--- config.mk ---
export PLATFORM = sky130hd
export DESIGN_NAME = play_sequencer
export DESIGN_NICKNAME = d
export VERILOG_FILES = /design/src/rtl/play_sequencer_pkg.sv /design/src/rtl/play_sequencer_gap.sv /design/src/rtl/play_sequencer.sv
export SDC_FILE = /design/constraint.sdc
export NUM_CORES = 1
export LEC_CHECK = 0
export ABC_AREA = 1
export CAP_MARGIN = 30
export CORE_MARGIN = 2
export CORE_UTILIZATION = 25
export CTS_CLUSTER_SIZE = 20
export DETAILED_ROUTE_END_ITERATION = 10
export DONT_BUFFER_PORTS = 1
export GPL_TIMING_DRIVEN = 0
export HOLD_SLACK_MARGIN = 0.12
export PLACE_DENSITY = 0.48
export SYNTH_ARGS = -nofsm -noshare
export SYNTH_HDL_FRONTEND = slang
export SYNTH_SLANG_ARGS = --single-unit
--- constraint.sdc ---
create_clock -name clk -period 4.18 [get_ports clk]
set_input_delay 1.045 -clock clk [delete_from_list [all_inputs] [get_ports clk]]
set_output_delay 1.045 -clock clk [all_outputs]
set_load 0.02 [all_outputs]
--- src/rtl/play_sequencer_pkg.sv ---
// Shared state encoding and default timing constants for the playback sequencer.
package play_sequencer_pkg;

    typedef enum logic [2:0] {
        S_IDLE  = 3'd0,
        S_PLAY  = 3'd1,
        S_PAUSE = 3'd2,
        S_GAP   = 3'd3,
        S_NEXT  = 3'd4
    } state_t;

    localparam int GAP_CYCLES_DEFAULT = 50000000;
    localparam int GAP_BITS_DEFAULT   = 26;

endpackage

--- src/rtl/play_sequencer_gap.sv ---
// Inter-song gap counter: clear/enable counter with terminal count at GAP_CYCLES-1.
module play_sequencer_gap
    import play_sequencer_pkg::*;
#(
    parameter int GAP_CYCLES = GAP_CYCLES_DEFAULT,
    parameter int GAP_BITS   = GAP_BITS_DEFAULT
) (
    input  logic clk,
    input  logic reset,
    input  logic clear,
    input  logic enable,
    output logic tc
);

    logic [GAP_BITS-1:0] count_q;
    logic [GAP_BITS-1:0] count_d;

    // Next count: clear wins over enable, otherwise hold
    always_comb begin
        count_d = count_q;
        if (clear) begin
            count_d = {GAP_BITS{1'b0}};
        end else if (enable) begin
            count_d = count_q + GAP_BITS'(1);
        end else begin
            count_d = count_q;
        end
    end

    // Counter register
    always_ff @(posedge clk) begin
        if (reset) begin
            count_q <= {GAP_BITS{1'b0}};
        end else begin
            count_q <= count_d;
        end
    end

    assign tc = (count_q == GAP_BITS'(GAP_CYCLES - 1));

endmodule

--- src/rtl/play_sequencer.sv ---
// Playback controller: turns button pulses into song index, play level and
// reader restart pulses, with a silent gap and optional repeat between songs.
module play_sequencer
    import play_sequencer_pkg::*;
#(
    parameter int NUM_SONGS  = 4,
    parameter int SONG_BITS  = 2,
    parameter int GAP_CYCLES = GAP_CYCLES_DEFAULT,
    parameter int GAP_BITS   = GAP_BITS_DEFAULT
) (
    input  logic                 clk,
    input  logic                 reset,
    input  logic                 play_pause,
    input  logic                 next,
    input  logic                 loop_mode,
    input  logic                 song_done,
    output logic [SONG_BITS-1:0] song,
    output logic                 play,
    output logic                 restart,
    output logic                 gap_active
);

    state_t               state_q, state_d;
    logic [SONG_BITS-1:0] song_q, song_d;
    logic                 adv_q, adv_d;
    logic                 resume_q, resume_d;
    logic                 play_q, restart_q, gap_active_q;
    logic                 gap_tc;

    play_sequencer_gap #(
        .GAP_CYCLES (GAP_CYCLES),
        .GAP_BITS   (GAP_BITS)
    ) u_gap (
        .clk    (clk),
        .reset  (reset),
        .clear  (state_q != S_GAP),
        .enable (state_q == S_GAP),
        .tc     (gap_tc)
    );

    // Next-state, advance/resume bookkeeping and song update
    always_comb begin
        state_d  = state_q;
        adv_d    = adv_q;
        resume_d = resume_q;
        song_d   = song_q;
        case (state_q)
            S_IDLE: begin
                if (next) begin
                    state_d  = S_NEXT;
                    adv_d    = 1'b1;
                    resume_d = 1'b0;
                end else if (play_pause) begin
                    state_d = S_PLAY;
                end else begin
                    state_d = S_IDLE;
                end
            end
            S_PLAY: begin
                if (next) begin
                    state_d  = S_NEXT;
                    adv_d    = 1'b1;
                    resume_d = 1'b1;
                end else if (play_pause) begin
                    state_d = S_PAUSE;
                end else if (song_done) begin
                    state_d = S_GAP;
                end else begin
                    state_d = S_PLAY;
                end
            end
            S_PAUSE: begin
                if (next) begin
                    state_d  = S_NEXT;
                    adv_d    = 1'b1;
                    resume_d = 1'b0;
                end else if (play_pause) begin
                    state_d = S_PLAY;
                end else begin
                    state_d = S_PAUSE;
                end
            end
            S_GAP: begin
                if (next) begin
                    state_d  = S_NEXT;
                    adv_d    = 1'b1;
                    resume_d = 1'b1;
                end else if (gap_tc) begin
                    state_d  = S_NEXT;
                    adv_d    = ~loop_mode;
                    resume_d = 1'b1;
                end else begin
                    state_d = S_GAP;
                end
            end
            S_NEXT: begin
                // Index changes here so it lands together with play, ahead of note 0
                if (adv_q) begin
                    if (song_q == SONG_BITS'(NUM_SONGS - 1)) begin
                        song_d = {SONG_BITS{1'b0}};
                    end else begin
                        song_d = song_q + SONG_BITS'(1);
                    end
                end else begin
                    song_d = song_q;
                end
                if (resume_q) begin
                    state_d = S_PLAY;
                end else begin
                    state_d = S_PAUSE;
                end
            end
            default: begin
                state_d = S_IDLE;
            end
        endcase
    end

    // State, song and Moore-decoded output registers
    always_ff @(posedge clk) begin
        if (reset) begin
            state_q      <= S_IDLE;
            song_q       <= {SONG_BITS{1'b0}};
            adv_q        <= 1'b0;
            resume_q     <= 1'b0;
            play_q       <= 1'b0;
            restart_q    <= 1'b0;
            gap_active_q <= 1'b0;
        end else begin
            state_q      <= state_d;
            song_q       <= song_d;
            adv_q        <= adv_d;
            resume_q     <= resume_d;
            play_q       <= (state_d == S_PLAY);
            restart_q    <= (state_d == S_NEXT);
            gap_active_q <= (state_d == S_GAP);
        end
    end

    assign song       = song_q;
    assign play       = play_q;
    assign restart    = restart_q;
    assign gap_active = gap_active_q;

endmodule

==> results of run 1 <==
==> synth_stat cells, drive strengths merged <==
master and instances:
a21oi 20, and2 1, buf 3, dfxtp 36
ha 2, inv 38, nand2 62, nand3 19
nand4 10, nor2 53, nor3 9, nor3b 2
o21a 2, o21ai 12, or3 1, xnor2 1
xor2 1
==> power groups by stage <==
| stage | clock (W) | sequential [W] | combinational [W] |
|---|---|---|---|
| after detailed placement | 0 | 0.000361 | 0.0000189 |
| after CTS | 0.000267 | 0.000353 | 0.0000190 |
| after global placement | 0 | 0.000361 | 0.0000190 |
| after global routing | 0.000277 | 0.000353 | 0.0000226 |
| final | 0.000253 | 0.000353 | 0.0000186 |
| after floorplan | 0 | 0.000360 | 0.0000156 |
==> through the flow <==
stage / cell area, sq um / std cells
after CTS: 2038 / 379
final: 2038 / 379
after global placement: 1948 / 371
after floorplan: 1824 / 272
after detailed placement: 1948 / 371
after global routing: 2038 / 379
==> routing by layer <==
layer / vias up / track usage [%]
li1: 881 / -
met1: 722 / 13.67
met2: 26 / 17.51
met3: 2 / 3.047
met4: 0 / 3.256
met5: - / 0
==> worst paths after layout <==
kind / from / endpoint / slack, ns / cells past startpoint
worst max-delay path: song[0] / song[0] / 2.38 / 0
worst min register to register: u_gap.count_q[0] / u_gap.count_q[0] / 0.45 / 1
worst min-delay path: u_gap.count_q[0] / u_gap.count_q[0] / 0.45 / 1
worst max register to register: u_gap.count_q[0] / state_q[0] / 2.59 / 9
==> logic make-up (layout without fill, tap and decap cells) <==
group	Yosys count	after routing	synth area share, %
and+or+nand+nor	157	157	39.92
AOI/OAI and AO/OA	34	34	9.602
buffers and inverters	41	49	8.642
adders and majority gates	2	2	1.372
xor gates and xnor gates	2	2	0.9604
DFF	36	36	39.51
==> registers in the layout, summed over array words and instances, names as in the netlist <==
| register | flops |
|---|---|
| adv_q | 1 |
| state_q | 3 |
| u_gap.count_q | 26 |
| restart | 1 |
| play | 1 |
| gap_active | 1 |
| song | 2 |
| resume_q | 1 |
==> final cells by class <==
| cell class | count | share of cell area [%] |
|---|---|---|
| clock buffer | 8 | 4.420 |
| multi-input combinational | 195 | 46.41 |
| tap | 99 | 6.077 |
| inverter | 38 | 6.998 |
| buffer | 3 | 0.7366 |
| sequential | 36 | 35.36 |
==> run metrics, run 1 <==
outcome=complete, no violations; DRC viols=0; Resized Gates After CTS=0; syn nets=280; clk_skew=0.005831 ns; Combinational Power Share=3.0%; number of CTS-inserted buffers=5; DRT Wirelength=3784 um; RSZ-0062 raised after global routing=false; post-synth top area share=39.51%; final hold violations=0; die span in x=89.42 um; Critical Path Sink Type=primary output; first-pass GRT wire length=6596 um; initial core utilization=25.42%; CTS tree=built; hold slack=0.4522 ns; CP startpoint kind=register; synth-to-layout area growth=11.73%; post-DP HPWL=2889 um; top layer in use=met4; sequential area share after synthesis=39.51%; cells after synthesis=272; met2 WL=1646 um; Sum Neg Setup Slack=0 ns; grt total ovfl=0; 1st-pass router iterations=4; clock sinks=36; HP Class=register to register; CP Data Arrival Time=0.76 ns; full die area=7996 sq um; Tot Pwr=0.0006247 W; # setup viols final=0; Synth Register Bits=36; Tot GR Track Use=10.70%; sequential share of power=56.5%; final design utilization=28.40%; Max Clk Rate=0.5544 GHz; critical path class=register to primary output; Avg Cell Area, Syn=6.707 sq um; initial DRC count=87; postcts setup bufs=0; clock latency on the worst-skew pair=0.28 ns; Slew @ Worst Pin=0.3317 ns; post-route minimum period=1.804 ns; most common cell after layout, fill and taps aside=nand2_1; ant diodes=0; VDD IR max=0.1028 mV; pre-CTS WS=2.081 ns; Final Cycle Share=43.15%; MaxCap Viol Count=0; # port buffers=0; Final WS setup=2.376 ns; H-tree levels=2; CTS root buf=clkbuf_8; clock network power share=40.5%; mapped cell area=1824 sq um; layout cells sized above 1=8.929%; hold_buf cts=0; DIE HEIGHT=89.42 um; Relative slew margins=77.71%; IO Pins=11; core outline area=7176 sq um; WP data required=3.13 ns; Int Pwr=0.0004883 W; Post-DRT Antenna Nets=0; Power per Cell Area=306.5 nW/um^2; Via density=4.303; DR WL/cell=9.984 um; routed length on met3=171 um; via count=1631; routability cong.=0.7924; CP max FO=4; largest area contributor in the netlist=dfxtp_1; Max clock buf depth=2; Ys Warns=0; Psw=0.0001364 W; Sw Share=21.83%; largest net degree at the start of global routing=11; max-slew violation count=0; Multi-input gate area=945.9 sq um; Metal-1 WL=1942 um; Sequential Area=720.7 sq um; Static Leakage=0.6977 nW; Cell Rows=31; post-synthesis cell type count=25; Area contributors post-synth=dfxtp_1, nand2_1, nor2_1, inv_1, a21oi_1; commonest non-fill, non-tap cells in the layout=nand2_1, nor2_1, dfxtp_1, inv_1, a21oi_1; initial antenna violation count=0; Final Net Count=287; CTS clock-pin slew for the worst setup and hold paths=0.07 ns; Fill cells=809; number of global-route vias before repair=1548
(Power assumes the default switching activity.)
==> inputs of run 2 (changes only) <==
Settings changed: PLACE_DENSITY 0.48 to 0.5.
Clock period 4.18 ns to 1.4 ns, I/O delays scaled along.
==> run metrics, run 2 (synthesis gave the netlist of run 1 again) <==
grt total ovfl=0; 1st-pass router iterations=4; Final WS setup=-0.008969 ns; DR WL/cell=10.20 um; hold_sp=loop_mode; # setup viols final=2; commonest non-fill, non-tap cells in the layout=nand2_1, nor2_1, inv_1, dfxtp_1, a21oi_1; die span in x=89.42 um; ant diodes=0; Multi-input gate area=1122 sq um; Reg with most FFs=u_gap.count_q; final design utilization=32.38%; VDD IR max=0.3033 mV; critical path, cell by cell=ha_4 > nand2_4 > nor2_4 > nand2_4 > nor2_2 > nand3_2 > nand3_2 > and2_4 > nor2_1; Post-Place Cell Area=1948 sq um; Max Clk Rate=0.7097 GHz; Tot Pwr=0.001886 W; Final Cycle Share=100.6%; Placed Instances=371; hold slack=0.3519 ns; Reg2Reg Depth=9; DRC viols=0; sequential share of power=55.6%; hold_buf cts=0; max-slew violation count=0; DIE HEIGHT=89.42 um; Slew @ Worst Pin=0.3933 ns; initial antenna violation count=0; core outline area=7176 sq um; Reg-to-Reg End=state_q[0]; Int Pwr=0.001459 W; outcome=complete, but fails checks; Psw=0.0004271 W; Tot GR Track Use=10.50%; post-DP HPWL=2905 um; Post-DRT Antenna Nets=0; initial core utilization=25.42%; CP max FO=4; full die area=7996 sq um; initial DRC count=95; DRT Wirelength=3977 um; Cell Rows=31; MaxCap Viol Count=0; CTS clock-pin slew for the worst setup and hold paths=0.07 ns; first-pass GRT wire length=6437 um; fin cells=390; HP Class=input port to register; Relative slew margins=73.78%; Sw Share=22.65%; CP Data Arrival Time=1.58 ns; post-route minimum period=1.409 ns; routability cong.=0.7723; clock sinks=36; CTS tree=built; reg-to-reg startpoint=u_gap.count_q[0]; via count=1695; WP data required=1.57 ns; Via density=4.346; Sequential Area=744.5 sq um; # port buffers=0; Power per Cell Area=811.6 nW/um^2; clk_skew=0.006212 ns; H-tree levels=2; clock network power share=40.7%; Fill cells=773; worst-path cell with the longest stage delay=dfxtp_4; CP startpoint kind=register; Hold EP=adv_q; Final Net Count=298; CP max stage delay=0.36 ns; Static Leakage=0.8533 nW; Combinational Power Share=3.7%; failing checks=negative setup slack; number of CTS-inserted buffers=5; synth-to-layout area growth=27.37%; critical path class=register to register; final hold violations=0; internal reg-to-reg setup slack=-0.009 ns; RSZ-0062 raised after global routing=true; hold path depth=3; Finished Cell Area=2323 sq um; Critical Path Sink Type=register; largest net degree at the start of global routing=11; Max clock buf depth=2; number of flip-flops in the largest register=26; CTS root buf=clkbuf_8; number of global-route vias before repair=1511; layout cells sized above 1=26.46%; most common cell after layout, fill and taps aside=nand2_1; IO Pins=11; clock latency on the worst-skew pair=0.29 ns
==> run 2: cell types whose count changed in the layout (fill, tap and decap cells not counted), moves of 6 or more <==
cell,change
buf_4,+12
dfxtp_1,-11
dfxtp_2,+7
nand3_1,-6
nor2_1,-6
==> run 2: worst max-delay path, delay by kind of cell, from the launching register on <==
| family | cells | cell delay (ns) |
|---|---|---|
| and+or+nand+nor | 8 | 0.79 |
| DFF | 1 | 0.36 |
| adders and majority gates | 1 | 0.14 |
==> run 2: timing repair <==
item                                    4_1_cts  5_1_grt
endpoints found under the hold margin         0        0
endpoints found under the setup margin       22       24
buffers inserted                              7        4
resized for setup                            29       32
pin swaps                                     8       17
==> run 2: how the worst max path moves through the flow <==
stage	slack [ns]	startpoint	depth (start not counted)	end
final	-0.009	u_gap.count_q[0]	9	state_q[0]
after global routing	-0.12	u_gap.count_q[1]	11	u_gap.count_q[22]
after CTS	-0.07	u_gap.count_q[1]	11	u_gap.count_q[22]
after detailed placement	-0.15	u_gap.count_q[0]	9	state_q[0]
after global placement	-0.16	u_gap.count_q[0]	9	state_q[0]
after floorplan	0.04	u_gap.count_q[0]	9	state_q[0]
==> run 2: final cells by class <==
class                           instances  area share, %
Buffer                                  3         0.7539
Clock buffer                            8          3.877
Inverter                               38          6.139
Multi-Input combinational cell        195          48.30
Sequential cell                        36          32.04
Tap cell                               99          5.331
Timing Repair Buffer                   11          3.554
==> run 2: power groups by stage <==
stage / clock network [W] / logic, W / registers [W]
final: 0.000767 / 0.0000703 / 0.00105
after CTS: 0.000803 / 0.0000663 / 0.00105
after global routing: 0.000841 / 0.0000782 / 0.00105
after detailed placement: 0 / 0.0000571 / 0.00108
after floorplan: 0 / 0.0000466 / 0.00107
after global placement: 0 / 0.0000563 / 0.00108
==> run 2: through the flow <==
stage	TNS (ns)	setup slack (ns)
global route	-1.271	-0.1175
detailed placement	-1.670	-0.1523
floorplan	0	0.03674
global placement	-1.665	-0.1601
finish	-0.01399	-0.008969
CTS	-0.3814	-0.06534
==> run 2: metal layers <==
layer	track usage, %	share of wire [%]
met1	12.64	48
met2	17.58	46
met3	3.416	4.7
met4	3.664	1.5
met5	0	0
==> inputs of run 3 (changes only) <==
Settings changed: GPL_ROUTABILITY_DRIVEN set to 0, SLEW_MARGIN set to 20.
==> results of run 3 <==
No change in the layout: final DEF, timing and power equal those of run 2.
